[src/rtl/if_operand_packer_if.sv]
// if_operand_packer_if: byte-stream input and operand-pair output bundle for the packer
interface if_operand_packer_if #(
    parameter int NA = 8,
    parameter int NB = 16
);
    logic [7:0]    in_data;
    logic          in_valid;
    logic          in_first;
    logic          in_ready;
    logic [NA-1:0] a;
    logic [NB-1:0] b;
    logic          out_valid;
    logic          out_ready;
    logic          err;

    modport master (
        output in_data, in_valid, in_first, out_ready,
        input  in_ready, a, b, out_valid, err
    );

    modport slave (
        input  in_data, in_valid, in_first, out_ready,
        output in_ready, a, b, out_valid, err
    );
endinterface

[src/rtl/if_operand_packer.sv]
// if_operand_packer: assembles A/B operands from a byte stream; IF_PACK_CKSUM_EN adds a trailing XOR checksum byte
module if_operand_packer #(
    parameter int NA = 8,
    parameter int NB = 16
) (
    input logic                clk,
    input logic                rst_n,
    if_operand_packer_if.slave ifc
);
    localparam int FA = NA / 8;
    localparam int FB = NB / 8;
`ifdef IF_PACK_CKSUM_EN
    localparam int FL = FA + FB + 1;
`else
    localparam int FL = FA + FB;
`endif
    localparam int IW = $clog2(FL);
    localparam int SW = (FL - 1) * 8;
    localparam logic [IW-1:0] LAST_IDX = IW'(FL - 1);

    typedef enum logic {COLLECT, LAST} state_t;

    state_t           state;
    logic [IW-1:0]    idx, idx_n, wr_idx;
    logic [SW-1:0]    shadow, shadow_n;
    logic [NA-1:0]    a_q, a_n;
    logic [NB-1:0]    b_q, b_n;
    logic [NA+NB-1:0] frm;
    logic             ov_q, ov_n, err_q, err_n;
    logic             ready, acc, resync, fin, load, cks_ok;
`ifdef IF_PACK_CKSUM_EN
    logic [7:0]       xr, xr_n;
`endif

    assign state         = (idx == LAST_IDX) ? LAST : COLLECT;
    assign ready         = !(state == LAST && ov_q && !ifc.out_ready);
    assign ifc.in_ready  = ready;
    assign ifc.a         = a_q;
    assign ifc.b         = b_q;
    assign ifc.out_valid = ov_q;
    assign ifc.err       = err_q;

    // Next-state: byte acceptance, resync, frame completion and output slot update
    always_comb begin
        acc    = ifc.in_valid && ready;
        resync = acc && ifc.in_first && idx != '0;
        fin    = acc && !resync && state == LAST;
`ifdef IF_PACK_CKSUM_EN
        cks_ok = ifc.in_data == xr;
        frm    = shadow;
        xr_n   = !acc ? xr : (resync || idx == '0) ? ifc.in_data : xr ^ ifc.in_data;
`else
        cks_ok = 1'b1;
        frm    = {ifc.in_data, shadow};
`endif
        load   = fin && cks_ok;
        wr_idx = resync ? '0 : idx;
        idx_n  = !acc ? idx : resync ? IW'(1) : fin ? '0 : idx + IW'(1);
        shadow_n = shadow;
        for (int j = 0; j < FL - 1; j++)
            if (acc && (resync || state == COLLECT) && wr_idx == IW'(j))
                shadow_n[j*8 +: 8] = ifc.in_data;
        a_n   = load ? frm[NA-1:0] : a_q;
        b_n   = load ? frm[NA+NB-1:NA] : b_q;
        ov_n  = load || (ov_q && !ifc.out_ready);
        err_n = resync || (fin && !cks_ok);
    end

    // State and output registers; reset drops any partial frame silently
    always_ff @(posedge clk or negedge rst_n) begin
        if (!rst_n) begin
            idx    <= '0;
            shadow <= '0;
            a_q    <= '0;
            b_q    <= '0;
            ov_q   <= 1'b0;
            err_q  <= 1'b0;
`ifdef IF_PACK_CKSUM_EN
            xr     <= '0;
`endif
        end else begin
            idx    <= idx_n;
            shadow <= shadow_n;
            a_q    <= a_n;
            b_q    <= b_n;
            ov_q   <= ov_n;
            err_q  <= err_n;
`ifdef IF_PACK_CKSUM_EN
            xr     <= xr_n;
`endif
        end
    end
endmodule

[src/flat_wrapper.sv]
// flat-port wrapper written by rule: the top's interface ports become plain ports
module if_operand_packer_flat 
#(
    parameter int NA = 8,
    parameter int NB = 16
)
  (clk, rst_n, ifc_in_data, ifc_in_valid, ifc_in_first, ifc_out_ready, ifc_in_ready, ifc_a, ifc_b, ifc_out_valid, ifc_err);
  if_operand_packer_if #(.NA(NA), .NB(NB)) ifc_i ();
  input logic clk;
  input logic rst_n;
  input wire logic [$bits(ifc_i.in_data)-1:0] ifc_in_data;
  input wire logic [$bits(ifc_i.in_valid)-1:0] ifc_in_valid;
  input wire logic [$bits(ifc_i.in_first)-1:0] ifc_in_first;
  input wire logic [$bits(ifc_i.out_ready)-1:0] ifc_out_ready;
  output wire logic [$bits(ifc_i.in_ready)-1:0] ifc_in_ready;
  output wire logic [$bits(ifc_i.a)-1:0] ifc_a;
  output wire logic [$bits(ifc_i.b)-1:0] ifc_b;
  output wire logic [$bits(ifc_i.out_valid)-1:0] ifc_out_valid;
  output wire logic [$bits(ifc_i.err)-1:0] ifc_err;
  assign ifc_i.in_data = ifc_in_data;
  assign ifc_i.in_valid = ifc_in_valid;
  assign ifc_i.in_first = ifc_in_first;
  assign ifc_i.out_ready = ifc_out_ready;
  assign ifc_in_ready = ifc_i.in_ready;
  assign ifc_a = ifc_i.a;
  assign ifc_b = ifc_i.b;
  assign ifc_out_valid = ifc_i.out_valid;
  assign ifc_err = ifc_i.err;
  if_operand_packer #(.NA(NA), .NB(NB)) u_core (.clk(clk), .rst_n(rst_n), .ifc(ifc_i));
endmodule
[config.mk]
export PLATFORM = sky130hd
export DESIGN_NAME = if_operand_packer_flat
export DESIGN_NICKNAME = d
export VERILOG_FILES = /design/src/rtl/if_operand_packer_if.sv /design/src/rtl/if_operand_packer.sv /design/src/flat_wrapper.sv
export SDC_FILE = /design/constraint.sdc
export NUM_CORES = 1
export LEC_CHECK = 0
export CORE_ASPECT_RATIO = 0.6
export CORE_MARGIN = 2
export CORE_UTILIZATION = 50
export DETAILED_ROUTE_END_ITERATION = 10
export PLACE_DENSITY = 0.8
export RECOVER_POWER = 100
export SLEW_MARGIN = 15
export SYNTH_ARGS = -nofsm -noshare
export SYNTH_HDL_FRONTEND = slang
export SYNTH_SLANG_ARGS = --single-unit
[constraint.sdc]
create_clock -name clk -period 4.28 [get_ports clk]
set_clock_uncertainty 0.1 [all_clocks]
set_input_delay 0.856 -clock clk [delete_from_list [all_inputs] [get_ports clk]]
set_output_delay 0.856 -clock clk [all_outputs]
set_load 0.01 [all_outputs]
---- Yosys cells after proc, flatten, opt, wreduce, memory -nomap -nowiden ----
Index checks and enable logic that the tools add are counted.
storage, ports and cells
  input bits .............................. 13
  register bits after elaboration ......... 44
cells by class
  bitwise gates (word level) .............. 1
  reductions and logical operators ........ 18
  muxes and demuxes ....................... 4
  eq/ne operators ......................... 2
  $add $sub $neg .......................... 1
operators by type and width
  operator                                        count
  logical AND 1 bit                               11
  2-to-1 mux 2 bit                                3
  zero test 1 bit                                 3
  adder 2 x 1 -> 2 bit (second input constant)    1
  == test 2 x 1 -> 1 bit (second input constant)  1
  == test 2 bit (second input constant)           1
  zero test 2 bit                                 1
  logical OR 1 bit                                2
  nonzero test 2 bit                              1
  2-to-1 mux 1 bit                                1
  NOT 1 bit                                       1

---- Longest topological paths before layout ----
  word-level depth ........................ 13
  gate-level depth with buffers ........... 7

---- Least setup slack after synthesis ----
OpenSTA, ideal clock, no wires.
  path type ............................... input -> register
  start point ............................. in ifc_in_first
  end point ............................... reg u_core.shadow[10]
  buffers on the path ..................... 1
  data arrival time ....................... 1.831 ns
  setup time .............................. 0.125 ns
  slack ................................... 2.224 ns
  stages .................................. 5
  required time ........................... 4.055 ns
  cell sequence ........................... nand2b_4 nand2_2 or4_4 buf_6 mux2_4
between the ends
  longest elaborated chain between the ends .. 5
  elaborated cells between the ends (all ways) .. 7
  classes of those cells .................. eq/ne (1); mux (1); reduce/logical (5)
RTL lines
  item                                                                line                                              source
  from (decl)                                                         flat_wrapper.sv:13                                input wire logic [$bits(ifc_i.in_first)-1:0] ifc_in_first;
  logical AND 1 bit (*) (2 in a row)                                  if_operand_packer.sv:46                           resync = acc && ifc.in_first && idx != '0;
  2-to-1 mux 2 bit / logical OR 1 bit (equally long branches)         if_operand_packer.sv:57, if_operand_packer.sv:61
  == test 2 x 1 -> 1 bit / logical AND 1 bit (equally long branches)  if_operand_packer.sv:61                           if (acc && (resync || state == COLLECT) && wr_idx == IW'(j))
  logical AND 1 bit (*)                                               if_operand_packer.sv:61
  to (signal assigned)                                                if_operand_packer.sv:83                           shadow <= shadow_n;
  to (decl)                                                           if_operand_packer.sv:25                           logic [SW-1:0] shadow, shadow_n;
Every way passes the cells marked *; elsewhere a longest branch is shown, timed or not.
A chain may end at the register's enable or synchronous reset.

---- Final worst setup path ----
  start point ............................. in ifc_out_ready
  end point ............................... reg u_core.a_q[6], in the netlist u_core.ifc.a[6]
between the ends
  longest elaborated chain between the ends .. 9
RTL lines
  item                                line                     source
  from (decl)                         flat_wrapper.sv:14       input wire logic [$bits(ifc_i.out_ready)-1:0] ifc_out_ready;
  zero test 1 bit (*)                 if_operand_packer.sv:36  assign ready = !(state == LAST && ov_q && !ifc.out_ready);
  logical AND 1 bit (*)               if_operand_packer.sv:36
  zero test 1 bit (*)                 if_operand_packer.sv:36
  logical AND 1 bit (*)               if_operand_packer.sv:45  acc = ifc.in_valid && ready;
  logical AND 1 bit (2 in a row)      if_operand_packer.sv:46
  zero test 1 bit                     if_operand_packer.sv:47  fin = acc && !resync && state == LAST;
  logical AND 1 bit (*) (2 in a row)  if_operand_packer.sv:47
  to (signal assigned)                if_operand_packer.sv:84  a_q <= a_n;
  to (decl)                           if_operand_packer.sv:26  logic [NA-1:0] a_q, a_n;
Marked as above.

==> results.md <==
- Worst-path clk slew: 0.08 ns
- Vias in the first global route: 1054
- Hold_buf cts: 0
- Slowest cell delay on critical path: 1.04 ns
- CP Max Fanout: 25
- Core Region: around 3300 um2
- Row count: 16
- CTS H-tree depth: 2
- Post-synth top area share: 0.6228
- F_max: 308.1 MHz
- Vias: between 1000 and 1500
- DP Area: 2183 um2
- Skew-Pair Late Insertion Delay: 0.29 ns
- Die ar.: 4043 um2
- CTS max path bufs: 2
- Residual DRC: 0
- Port bufs: 39
- Multi-input logic area: 596.8 um2
- # nets final: 168
- Layout cells sized above 1: 0.2792
- CP Capture Type: register
- # fillers: 254
- Placer Congestion: 0.8226
- Max-slew headroom: -0.4994
- Critical path class: in -> reg
- Top cell type by total area after synthesis: dfrtp_1
- Worst path cell trace: dlygate4sd3_1, nand2b_1, nand4_1, mux2_2
- Die H: 50.06 um
- Post-Route Setup TNS: 0 ns
- Drt first pass iters: 4
- N_diodes: 0
- Status: complete, but fails checks
- Final Cell Area: roughly 2300 um2
- Largest net degree at the start of global routing: 45
- CTS Root Cell: clkbuf_8
- Final period util: 0.7584
- Worst min-delay path class: reg -> reg
- Hold WS: 0.4022 ns
- Routed WL: 3.115 mm
- Seq/Total Area, Yosys: 0.6228
- Final min period: 3.246 ns
- Total congestion overflow: 0
- CTS Sinks: 44
- Failing checks: max-capacitance violations, max-slew violations
- Total GRT Usage: 0.1769
- # setup viols final: 0
- Ys Warns: 0
- Wirelength per Cell: 15.65 um
- Storage cell area: between 1000 and 1500 um2
- First-pass GRT wire length: 5.195 mm
- Post-synth cell types: 20
- Maximum vdd drop: around 0.37 mV
- DRT iter0 DRCs: 107
- RSZ-0062 raised after global routing: false
- CP startpoint kind: input pin
- Post-placement cell count: 191
- P_leak: slightly above 1 nW
- Req. time, crit path: roughly 4.4 ns
- CTS buffer count: 5
- Worst slew pin tran: 2.249 ns
- Gate Count Post-Synth: 111
- HPWL Detailed: 2.181 mm
- Hold depth: 1
- Area Growth Syn to Fin: 27.67%
- Pwr Total: between 1.5 and 2 mW
- Fin. Hold Viols: 0
- FF-to-FF path depth: 4
- Cts repair resizes: 0
- Max Cap Violations: 1
- Top cells by area, synth: dfrtp_1, mux2_2, mux2_4
- Pwr dens: between 600 and 700 nW/um2
- TritonCTS clock tree: yes
- Post-route insts no fill: 199
- Slowest cell on crit path: nand4_1
- Syn_area_per_cell: 15.93 um2
- Via-to-Cell Ratio: 5.181
- IO Pins: 40
- Die W: 80.77 um
- Routed Antenna Nets: 0
- Post-CTS Setup Repair Bufs: 0
- Number of register bits inferred by synthesis: 44
- Crit path DAT: around 3.3 ns
- Initial antenna violation count: 0
- Post-Syn Area: 1768 um2
- Initial Util: 0.5320
- Post-Syn Nets: 126
- Slew Limit Fails: 45
layout by cell type, fill, tap and decap left out, drive strengths merged, types with 2 or more instances in the layout:
cell type,count
o21ai,2
dfrtp,44
clkdlybuf4s50,9
nand2b,3
clkbuf,7
nor2,2
nand2,4
mux2,40
dlygate4sd3,29
ha,2
inv,3
stage by stage:
stage / setup WS [ns] / util
floorplan: 2.224 / -
global placement: 1.341 / 0.6570
detailed placement: 1.265 / 0.6570
CTS: 1.265 / 0.6894
global route: 0.8455 / 0.6792
finish: 1.034 / 0.6792
per-layer routing:
| metal | vias to the layer above | global-route usage | part of all wire |
|---|---|---|---|
| met5 | - | 0 | 0 |
| li1 | 476 | - | - |
| met1 | 523 | 0.2324 | 0.45 |
| met3 | 4 | 0.06410 | 0.067 |
| met4 | 0 | 0.05367 | 0.0077 |
| met2 | 28 | 0.2764 | 0.48 |
where the power goes:
group,total [mW],internal (mW),switching (mW)
clock network,0.304,0.173,0.131
registers,0.710,0.611,0.0984
logic,0.545,0.333,0.211
cell families after synthesis:
family,Yosys count,share of synthesized area
AOI/OAI and AO/OA,4,0.01415
adders and majority gates,2,0.01415
buffers and inverters,7,0.02123
DFF,44,0.6228
muxes,41,0.2774
and+or+nand+nor,13,0.05025
synthesized netlist by cell type:
library cell	n
inv_1	3
nand4_2	1
nor2_1	2
nand3b_1	1
ha_1	2
nand2_2	1
mux2_2	32
o21ai_0	2
mux2_4	8
mux2i_1	1
or4_4	1
nor2b_1	1
nand2b_4	1
dfrtp_1	44
a32o_1	1
buf_2	3
a21oi_1	1
nand2b_1	2
nand2_1	3
buf_6	1
final timing paths:
kind | endpoint | slack, ns | start
max in group asynchronous | u_core.shadow[13] | 1.67 | rst_n
min in group asynchronous | u_core.shadow[10] | 1.13 | rst_n
setup / recovery | u_core.ifc.a[6] | 1.03 | ifc_out_ready
hold reg to reg | u_core.shadow[13] | 0.40 | u_core.shadow[13]
setup reg to reg | u_core.ifc.a[6] | 1.52 | u_core.idx[0]
hold / removal | u_core.shadow[13] | 0.40 | u_core.shadow[13]
registers in the layout, indices dropped and copies added (netlist names):
name and count:
u_core.ifc.b 16, u_core.shadow 16, u_core.ifc.a 8, u_core.idx 2, u_core.ifc.err 1, u_core.ifc.out_valid 1
layout make-up:
class / instances / area share
inverter: 3 / 0.004989
tap: 45 / 0.02494
timing repair buffer: 39 / 0.1702
clock buffer: 6 / 0.03215
clock inverter: 2 / 0.01552
sequential: 44 / 0.4878
multi-input combinational: 60 / 0.2644
worst max-delay path: cells and delay by family:
kind / cells / cell delay, ns
muxes: 1 / 0.68
and+or+nand+nor: 2 / 1.23
buffers and inverters: 1 / 0.55
Note: power is estimated with default switching activity, not from simulation.
